[config.mk]
export PLATFORM = sky130hd
export DESIGN_NAME = multi_lane_tracer
export DESIGN_NICKNAME = d
export VERILOG_FILES = /design/src/rtl/dtb_pkg.sv /design/src/rtl/trace_word_buffer.sv /design/src/rtl/multi_lane_tracer.sv
export SDC_FILE = /design/constraint.sdc
export NUM_CORES = 1
export LEC_CHECK = 0
export ABC_CLOCK_PERIOD_IN_PS = 3000
export CAP_MARGIN = 15
export CORE_ASPECT_RATIO = 1.75
export CORE_MARGIN = 8
export CORE_UTILIZATION = 25
export CTS_CLUSTER_SIZE = 30
export DETAILED_ROUTE_END_ITERATION = 16
export DONT_BUFFER_PORTS = 1
export GPL_TIMING_DRIVEN = 0
export PLACE_DENSITY = 0.38
export SYNTH_ARGS = -nofsm -noshare
export SYNTH_HDL_FRONTEND = slang
export SYNTH_SLANG_ARGS = --single-unit
[constraint.sdc]
create_clock -name FPGA_CLK_I -period 3 [get_ports FPGA_CLK_I]
set_input_delay 0.3 -clock FPGA_CLK_I [delete_from_list [all_inputs] [get_ports FPGA_CLK_I]]
set_output_delay 0.3 -clock FPGA_CLK_I [all_outputs]
set_load 0.02 [all_outputs]
[src/rtl/dtb_pkg.sv]
// Shared types and lane-count helpers for the multi-lane trace buffer.
package dtb_pkg;

  typedef enum logic [1:0] {
    ST_IDLE  = 2'd0,
    ST_TRACE = 2'd1,
    ST_FILL  = 2'd2,
    ST_RUN   = 2'd3
  } tracer_state_t;

  // log2 of the active lane count; lane selects beyond the maximum saturate.
  function automatic int unsigned lane_log(input int unsigned k, input int unsigned max_traces);
    int unsigned lmax;
    lmax = $clog2(max_traces);
    return (k < lmax) ? k : lmax;
  endfunction

  function automatic int unsigned lanes(input int unsigned k, input int unsigned max_traces);
    return 32'd1 << lane_log(k, max_traces);
  endfunction

endpackage

[src/rtl/trace_word_buffer.sv]
// One-entry prefetch buffer between the memory load handshake and the
// active replay word.
module trace_word_buffer #(
  parameter int WIDTH = 32
) (
  input  logic             clk_i,
  input  logic             rst_ni,
  input  logic             clear_i,
  input  logic             req_en_i,
  input  logic [WIDTH-1:0] data_i,
  input  logic             load_i,
  output logic             load_o,
  input  logic             pop_i,
  output logic [WIDTH-1:0] data_o,
  output logic             valid_o
);

  logic             valid_q, valid_d;
  logic [WIDTH-1:0] data_q, data_d;

  // Acknowledges arriving while no request is outstanding are dropped.
  assign load_o  = req_en_i && !valid_q;
  assign data_o  = data_q;
  assign valid_o = valid_q;

  always_comb begin
    valid_d = valid_q;
    data_d  = data_q;
    if (clear_i) begin
      valid_d = 1'b0;
    end else if (load_i && load_o) begin
      valid_d = 1'b1;
      data_d  = data_i;
    end else if (pop_i) begin
      valid_d = 1'b0;
    end
  end

  always_ff @(posedge clk_i or negedge rst_ni) begin
    if (!rst_ni) begin
      valid_q <= 1'b0;
      data_q  <= '0;
    end else begin
      valid_q <= valid_d;
      data_q  <= data_d;
    end
  end

endmodule

[src/rtl/multi_lane_tracer.sv]
// Multi-lane tracer: packs 1..MAX_TRACES lanes into memory words (trace mode)
// or replays prefetched memory words as parallel lane streams (stream mode).
module multi_lane_tracer
  import dtb_pkg::*;
#(
  parameter int WIDTH      = 32,
  parameter int MAX_TRACES = 8
) (
  input  logic                          FPGA_CLK_I,
  input  logic                          RST_NI,
  input  logic                          EN_I,
  input  logic                          MODE_I,
  input  logic [$clog2(MAX_TRACES)-1:0] NTRACE_I,
  input  logic                          FPGA_TRIG_I,
  input  logic [MAX_TRACES-1:0]         FPGA_TRACE_I,
  output logic [MAX_TRACES-1:0]         FPGA_TRACE_O,
  output logic                          FPGA_TRIG_O,
  input  logic                          TRG_EVENT_I,
  output logic                          TRG_EVENT_O,
  output logic [$clog2(WIDTH)-1:0]      EVENT_POS_O,
  output logic [WIDTH-1:0]              DATA_O,
  output logic                          STORE_O,
  input  logic [WIDTH-1:0]              DATA_I,
  output logic                          LOAD_O,
  input  logic                          LOAD_I,
  output logic                          UNDERRUN_O
);

  localparam int KW = $clog2(MAX_TRACES);
  localparam int BW = $clog2(WIDTH);

  tracer_state_t state_q, state_d;

  logic                  mode_q;
  logic [KW-1:0]         ntrace_q;
  logic                  cfg_change;
  logic [BW-1:0]         beat_q, beat_d;
  logic [WIDTH-1:0]      trace_q, trace_d;
  logic [WIDTH-1:0]      data_q, data_d;
  logic [WIDTH-1:0]      active_q, active_d;
  logic                  active_valid_q, active_valid_d;
  logic                  store_q, store_d;
  logic                  sticky_q, sticky_d;
  logic                  underrun_q, underrun_d;
  logic [BW-1:0]         event_pos_q, event_pos_d;
  logic [MAX_TRACES-1:0] trace_dly_q;

  int unsigned           ll;
  logic [MAX_TRACES-1:0] lane_mask;
  logic [BW-1:0]         last_beat;
  logic [BW-1:0]         bit_pos;
  logic                  at_last;
  logic [WIDTH-1:0]      lane_word_mask;
  logic [WIDTH-1:0]      lane_word_data;
  logic [MAX_TRACES-1:0] stream_lanes;

  logic                  buf_clear;
  logic                  buf_pop;
  logic                  buf_valid;
  logic [WIDTH-1:0]      buf_data;

  assign ll             = lane_log(32'(NTRACE_I), MAX_TRACES);
  assign lane_mask      = ~({MAX_TRACES{1'b1}} << lanes(32'(NTRACE_I), MAX_TRACES));
  assign last_beat      = BW'((WIDTH >> ll) - 1);
  assign bit_pos        = BW'(32'(beat_q) << ll);
  assign at_last        = (beat_q == last_beat);
  assign lane_word_mask = WIDTH'(lane_mask) << bit_pos;
  assign lane_word_data = WIDTH'(FPGA_TRACE_I & lane_mask) << bit_pos;
  assign stream_lanes   = MAX_TRACES'(active_q >> bit_pos) & lane_mask;
  assign cfg_change     = (MODE_I != mode_q) || (NTRACE_I != ntrace_q);

  trace_word_buffer #(
    .WIDTH (WIDTH)
  ) u_buf (
    .clk_i    (FPGA_CLK_I),
    .rst_ni   (RST_NI),
    .clear_i  (buf_clear),
    .req_en_i (EN_I && MODE_I),
    .data_i   (DATA_I),
    .load_i   (LOAD_I),
    .load_o   (LOAD_O),
    .pop_i    (buf_pop),
    .data_o   (buf_data),
    .valid_o  (buf_valid)
  );

  always_comb begin
    state_d        = state_q;
    beat_d         = beat_q;
    trace_d        = trace_q;
    data_d         = data_q;
    store_d        = 1'b0;
    active_d       = active_q;
    active_valid_d = active_valid_q;
    sticky_d       = sticky_q;
    event_pos_d    = event_pos_q;
    underrun_d     = underrun_q;
    buf_clear      = 1'b0;
    buf_pop        = 1'b0;

    if (cfg_change) begin
      state_d        = ST_IDLE;
      beat_d         = '0;
      active_valid_d = 1'b0;
      buf_clear      = 1'b1;
      sticky_d       = 1'b0;
      event_pos_d    = '0;
      underrun_d     = 1'b0;
    end else if (!EN_I) begin
      state_d = ST_IDLE;
    end else if (!MODE_I) begin
      // Capture starts on the first enabled cycle, not one state later.
      state_d = ST_TRACE;
      trace_d = (trace_q & ~lane_word_mask) | lane_word_data;
      if (FPGA_TRIG_I) begin
        sticky_d = 1'b1;
        if (!sticky_q) event_pos_d = bit_pos;
      end
      if (at_last) begin
        beat_d  = '0;
        data_d  = trace_d;
        store_d = 1'b1;
      end else begin
        beat_d = beat_q + 1'b1;
      end
    end else begin
      case (state_q)
        ST_RUN: begin
          if (FPGA_TRIG_I) begin
            if (at_last) begin
              beat_d = '0;
              if (buf_valid) begin
                active_d = buf_data;
                buf_pop  = 1'b1;
              end else begin
                active_valid_d = 1'b0;
                underrun_d     = 1'b1;
                state_d        = ST_FILL;
              end
            end else begin
              beat_d = beat_q + 1'b1;
            end
          end
        end
        ST_FILL: begin
          if (buf_valid) begin
            active_d       = buf_data;
            active_valid_d = 1'b1;
            buf_pop        = 1'b1;
            beat_d         = '0;
            state_d        = ST_RUN;
          end
        end
        default: begin
          // Resuming after a pause keeps a still-valid active word.
          state_d = active_valid_q ? ST_RUN : ST_FILL;
        end
      endcase
    end
  end

  always_ff @(posedge FPGA_CLK_I or negedge RST_NI) begin
    if (!RST_NI) begin
      state_q        <= ST_IDLE;
      mode_q         <= 1'b0;
      ntrace_q       <= '0;
      beat_q         <= '0;
      trace_q        <= '0;
      data_q         <= '0;
      store_q        <= 1'b0;
      active_q       <= '0;
      active_valid_q <= 1'b0;
      sticky_q       <= 1'b0;
      event_pos_q    <= '0;
      underrun_q     <= 1'b0;
      trace_dly_q    <= '0;
    end else begin
      state_q        <= state_d;
      mode_q         <= MODE_I;
      ntrace_q       <= NTRACE_I;
      beat_q         <= beat_d;
      trace_q        <= trace_d;
      data_q         <= data_d;
      store_q        <= store_d;
      active_q       <= active_d;
      active_valid_q <= active_valid_d;
      sticky_q       <= sticky_d;
      event_pos_q    <= event_pos_d;
      underrun_q     <= underrun_d;
      trace_dly_q    <= FPGA_TRACE_I;
    end
  end

  assign FPGA_TRACE_O = MODE_I ? ((state_q == ST_RUN) ? stream_lanes : '0) : trace_dly_q;
  assign FPGA_TRIG_O  = MODE_I ? (state_q == ST_RUN) : TRG_EVENT_I;
  assign TRG_EVENT_O  = FPGA_TRIG_I | sticky_q;
  assign EVENT_POS_O  = MODE_I ? '0 : event_pos_q;
  assign DATA_O       = data_q;
  assign STORE_O      = store_q;
  assign UNDERRUN_O   = underrun_q;

endmodule

==> impl_metrics.json, run 1 <==
{
  "h-tree-depth": 4,
  "relSlewSlack_pct": 46.4,
  "power_mw": 4.90,
  "peakVddDrop_mv": 0.297,
  "final_cell_mix": "dfrtp_1, o21ai_0, mux2_2",
  "nets": 933,
  "hold_buffers": 44,
  "layout_min_cycle_time_ns": 3.14,
  "area_delta_synth_final_pct": 27.0,
  "port_buffers": 0,
  "grt_first_pass_wirelength_um": 43800,
  "worst_pin_slew_ns": 0.805,
  "syn_area_per_cell_um2": 10.6,
  "netlist_area_um2": 8360,
  "globalRouteTotalUtil_pct": 14.6,
  "ant_nets": 0,
  "clk_latency_ns": 0.45,
  "yosys_warnings": 0,
  "r2r-start": "beat_q[2]",
  "drc": 0,
  "required_ns": 2.70,
  "firstDrtPassIters": 4,
  "clockBufferDepth": 2,
  "critPathLaunch": "beat_q[0]",
  "overflow": 0,
  "hpwl_um": 20800,
  "cts_tree": "done",
  "synth_seq_area_share_pct": 47.0,
  "hold_ws_ns": -0.453,
  "slew_violations": 0,
  "layout_commonest_cell": "dfrtp_1",
  "endpoint_kind": "output pin",
  "synth_cells": 789,
  "die_area_um2": 39800,
  "num_rows": 88,
  "path_max_fanout": 7,
  "skew_ns": 0.00896,
  "drt_iter0_markers": 282,
  "reg2reg_slack_ns": 0.29,
  "cts-root-buf": "clkbuf_16",
  "fill_cells": 3340,
  "cp-start-kind": "register",
  "boundaryPins": 100,
  "crit_type": "reg -> out",
  "grt_max_degree": 158,
  "arrival_ns": 2.84,
  "leakage_nw": 4.58,
  "synthFlopType": "dfrtp_1",
  "setup_tns_ns": -0.442,
  "multi_input_area_um2": 4520,
  "power.density_nw_per_um2": 461,
  "insertedDiodeCount": 0,
  "routedWlPerCell_um": 21.8,
  "dieHeight_um": 258,
  "cts_buffers": 17,
  "r2r_end": "trace_q[24]",
  "maxCapViolations": 0,
  "synth_enable_flop_cells": 0,
  "synth_cell_types": 63,
  "die_x_um": 154,
  "antenna_found_initial": 0,
  "holdCritPathClass": "in -> async",
  "drt-vias-per-instance": 5.01,
  "worst_slack_ns": -0.141,
  "drive_above_1_share_pct": 30.9,
  "rr_worst_depth": 8,
  "routed_wl_um": 28300,
  "violations": "hold timing, setup timing",
  "initial_core_util_pct": 25.4,
  "hold_viol": 157,
  "num_vias": 6511,
  "regArea_um2": 3930,
  "max_freq_ghz": 0.318,
  "synthArstFlopShare_pct": 100,
  "globalplace.congestion": 0.864,
  "ys_ff_latch": 157,
  "final.period_utilization_pct": 105,
  "grt_pass1_vias": 7107,
  "core_region_area_um2": 32900,
  "rsz0062_at_grt": "yes",
  "status": "finished, violations left",
  "setup_viol": 6,
  "path_clk_slew_ns": 0.07,
  "cts.sinks": 157
}
==> cell usage after synthesis (2+ instances only) <==
library cell,count,area [um2]
dfrtp_1,157,3930
o21ai_0,116,581
mux2_2,103,1160
nand2_1,66,248
mux2i_1,57,571
nor2_1,36,135
nand3_1,22,110
buf_2,21,105
a21oi_1,20,100
o21ai_1,16,80.1
a211oi_1,15,113
inv_1,13,48.8
nor2b_1,13,81.3
clkbuf_1,10,37.5
buf_4,9,67.6
o22ai_1,8,50.1
xnor2_1,8,70.1
buf_6,7,78.8
nor3_1,7,35.0
a21o_1,5,37.5
and3_1,5,31.3
a31oi_1,4,25.0
nand4_1,4,25.0
o31ai_1,4,30.0
xor2_1,4,35.0
a211o_1,3,26.3
a21oi_2,3,26.3
o211ai_1,3,22.5
o21a_1,3,22.5
o221ai_1,3,26.3
a22oi_1,2,15.0
a32o_1,2,20.0
a32oi_1,2,17.5
and2_1,2,12.5
ha_1,2,25.0
nand2_2,2,12.5
nand2b_1,2,12.5
o2111ai_1,2,17.5
o21a_4,2,30.0
o2bb2ai_1,2,17.5
or2_2,2,12.5
==> metrics by stage <==
step / area, um2 / hold WS, ns / setup WS, ns / util, % / instances
after floorplan: 8360 / 0.00441 / 0.437 / - / 790
final: 10600 / -0.453 / -0.141 / 32.3 / 1299
after detailed placement: 8870 / 0.0117 / -0.315 / 26.9 / 1195
after global placement: 8870 / 0.0119 / -0.332 / 26.9 / 1195
after global routing: 10600 / -0.482 / -0.260 / 32.3 / 1299
after CTS: 10300 / -0.482 / -0.209 / 31.2 / 1287
==> power breakdown <==
group	internal (mW)	switching (mW)	leakage [nW]
logic	0.219	0.259	2.17
registers	2.25	0.0707	2.14
clock network	1.12	0.976	0.279
total	3.59	1.31	4.58
==> sequential cells by signal (all words and copies together), names as in the netlist, 2 cells and up <==
name / count
u_buf.data_o: 32
active_q: 32
state_q: 2
DATA_O: 32
trace_q: 32
event_pos_q: 5
ntrace_q: 3
trace_dly_q: 8
beat_q: 5
==> critical path, stage by stage (launching register included) <==
cell	delay, ns
dfrtp_1	0.36
buf_6	0.14
nor4b_4	0.34
buf_6	0.17
buf_6	0.11
mux2i_4	0.23
nand2_1	0.07
and3_4	0.18
o31ai_4	0.24
a31oi_1	0.08
a311o_2	0.47
==> area by class of cell <==
type / count / area share, %
well taps: 405 / 4.77
flip-flops and latches: 157 / 37.0
plain buffers: 45 / 3.48
inverters: 13 / 0.460
clock buffers: 19 / 4.27
repair buffers: 74 / 6.42
multi-input cells: 573 / 42.6
clock inverters: 13 / 1.03
==> worst max path at each step <==
stage	endpoint	slack, ns	cells past startpoint
6_report	FPGA_TRACE_O[3]	-0.14	10
5_1_grt	FPGA_TRACE_O[3]	-0.26	10
4_1_cts	FPGA_TRACE_O[1]	-0.21	10
3_5_place_dp	FPGA_TRACE_O[4]	-0.31	8
3_3_place_gp	FPGA_TRACE_O[0]	-0.33	11
2_1_floorplan	FPGA_TRACE_O[4]	0.44	9
==> repair_timing <==
item,4_1_cts,5_1_grt
endpoints found under the hold margin,201,157
pin swaps,13,20
setup endpoints to repair,8,17
setup buffers,18,12
gates resized for setup,63,51
==> logic make-up (layout without fill, tap and decap cells) <==
| group | after synthesis | in the layout | share of synthesized area, % |
|---|---|---|---|
| simple gates | 167 | 167 | 9.32 |
| buf+inv | 60 | 164 | 4.04 |
| other cells | 1 | 2 | 0.0449 |
| mux | 161 | 161 | 21.0 |
| compound gates | 229 | 229 | 17.1 |
| xor+xnor | 12 | 12 | 1.26 |
| flops | 157 | 157 | 47.0 |
| fa+ha+maj | 2 | 2 | 0.299 |
==> routing by layer <==
| metal | up-vias | share of wire, % | GRT usage (%) |
|---|---|---|---|
| li1 | 3064 | - | - |
| met4 | 0 | 3.3 | 6.94 |
| met1 | 3256 | 37 | 15.1 |
| met2 | 144 | 55 | 27.3 |
| met5 | - | 0 | 0 |
| met3 | 47 | 4.4 | 3.24 |
No activity file was read; power rests on OpenSTA's default activity.
==> run 2, diff against run 1 <==
Settings changed: CORE_MARGIN 8 to default, CTS_CLUSTER_SIZE 30 to default.
==> run 2 against run 1 <==
Net effect: the flow still finishes with violations (hold timing, setup timing); power is 2.4% higher; count of clock-buffer cells in the layout is 1 higher; final cell count is 0.23% lower; utilization is essentially flat.
==> impl_metrics.json, run 2 (synthesis results as in run 1) <==
{
  "hold_ws_ns": -0.462,
  "peakVddDrop_mv": 0.334,
  "grt_first_pass_wirelength_um": 42500,
  "ant_nets": 0,
  "crit_slowest_cell": "o211ai_1",
  "endpoint_kind": "output pin",
  "port_buffers": 0,
  "globalplace.congestion": 0.847,
  "path_clk_slew_ns": 0.07,
  "setup_viol": 3,
  "final.period_utilization_pct": 103,
  "layout_commonest_cell": "dfrtp_1",
  "instances_no_fill": 1296,
  "placedInstanceArea_um2": 8870,
  "cts-root-buf": "clkbuf_16",
  "antenna_found_initial": 0,
  "rsz0062_at_grt": "yes",
  "slew_violations": 0,
  "dieHeight_um": 244,
  "cts_buffers": 17,
  "cts_tree": "done",
  "overflow": 0,
  "initial_core_util_pct": 25.4,
  "power.density_nw_per_um2": 473,
  "num_vias": 6402,
  "grt_pass1_vias": 6696,
  "required_ns": 2.70,
  "layout_min_cycle_time_ns": 3.10,
  "drive_above_1_share_pct": 30.8,
  "routed_wl_um": 27900,
  "insertedDiodeCount": 0,
  "area_delta_synth_final_pct": 26.9,
  "num_rows": 88,
  "nets": 930,
  "crit_path_cell_trace": "buf_6 > mux2i_1 > mux2_4 > or2_4 > buf_8 > buf_6 > mux2_4 > o211ai_1",
  "cp-start-kind": "register",
  "routedWlPerCell_um": 21.5,
  "drt-vias-per-instance": 4.94,
  "holdCritPathClass": "in -> async",
  "cp_top_family": "multiplexers",
  "status": "finished, violations left",
  "clk_latency_ns": 0.45,
  "max_freq_ghz": 0.323,
  "worst_slack_ns": -0.0999,
  "firstDrtPassIters": 5,
  "globalRouteTotalUtil_pct": 17.0,
  "path_max_fanout": 10,
  "drt_iter0_markers": 291,
  "fill_cells": 3422,
  "arrival_ns": 2.80,
  "drc": 0,
  "boundaryPins": 100,
  "die_area_um2": 34200,
  "relSlewSlack_pct": 45.1,
  "cts.sinks": 157,
  "core_region_area_um2": 32900,
  "grt_max_degree": 158,
  "hpwl_um": 20300,
  "final_cell_mix": "dfrtp_1, o21ai_0, mux2_2",
  "maxCapViolations": 0,
  "hold_buffers": 44,
  "clockBufferDepth": 2,
  "crit_type": "reg -> out",
  "worst_pin_slew_ns": 0.820,
  "hold_viol": 157,
  "violations": "hold timing, setup timing",
  "h-tree-depth": 4,
  "dp_cells": 1195,
  "final_core_util_pct": 32.2,
  "setup_tns_ns": -0.207,
  "slowest_delay_ns": 0.56,
  "skew_ns": 0.00985,
  "final_area_um2": 10600,
  "worst-path-buf-inv": 3,
  "die_x_um": 140,
  "leakage_nw": 4.60
}
[run 2: cell count changes in the layout (fill, tap and decap cells not counted), moves of 3 or more]
cell,before,now
clkinv_4,5,2
mux2i_4,12,6
mux2i_2,4,12
buf_4,29,26
inv_8,3,0
[run 2: path summary, 6_finish.rpt]
kind                       cells past startpoint        start                to  slack (ns)
min in group FPGA_CLK_I                        2  FPGA_TRIG_I          sticky_q        0.04
setup / recovery                               8    beat_q[1]   FPGA_TRACE_O[1]        -0.1
hold / removal                                 0       RST_NI           STORE_O       -0.46
max in group asynchronous                      0       RST_NI        trace_q[2]        3.20
hold reg to reg                                2  trace_q[20]       trace_q[20]        0.50
setup reg to reg                               7  ntrace_q[0]  u_buf.data_o[28]        0.30
[run 2: worst register-to-register path, cell delays in order (launching register included)]
cell	delay, ns
dfrtp_1	0.37
xnor2_1	0.19
nand3_1	0.18
nor2b_1	0.48
and3_1	0.24
clkbuf_1	0.40
buf_2	0.36
mux2_2	0.37
[run 2: where the power goes]
group	total, mW	switching, mW	internal [mW]	leakage, nW
Combinational	0.479	0.258	0.221	2.18
Sequential	2.32	0.0714	2.25	2.14
Clock	2.21	0.940	1.27	0.287
[run 2: cell type report]
cell class              count  area [um2]  share of cell area [%]
repair buffers             70         691                    6.51
clock inverters            12         134                    1.26
clock buffers              20         457                    4.31
inverters                  13        48.8                   0.460
plain buffers              46         377                    3.55
flip-flops and latches    157        3930                    37.0
multi-input cells         573        4470                    42.1
well taps                 405         507                    4.78
[run 2: what timing repair did]
item	CTS	global route
gates cloned	0	1
pin swaps	11	17
hold endpoints to repair	201	157
endpoints found under the setup margin	8	10
buffers inserted	17	7
gates resized for setup	72	38
[run 2: stage by stage]
| stage | power, mW | setup WS (ns) |
|---|---|---|
| 6_report | 5.01 | -0.0999 |
| 3_3_place_gp | 2.76 | -0.305 |
| 3_5_place_dp | 2.76 | -0.314 |
| 2_1_floorplan | 2.62 | 0.437 |
| 4_1_cts | 5.10 | -0.170 |
| 5_1_grt | 5.23 | -0.163 |
[run 2: metal layers]
layer / share of wire [%] / up-vias / GRT usage (%)
li1: - / 3050 / -
met1: 37 / 3166 / 17.3
met2: 55 / 142 / 31.6
met3: 4.1 / 44 / 4.05
met4: 3.9 / 0 / 8.95
met5: 0 / - / 0
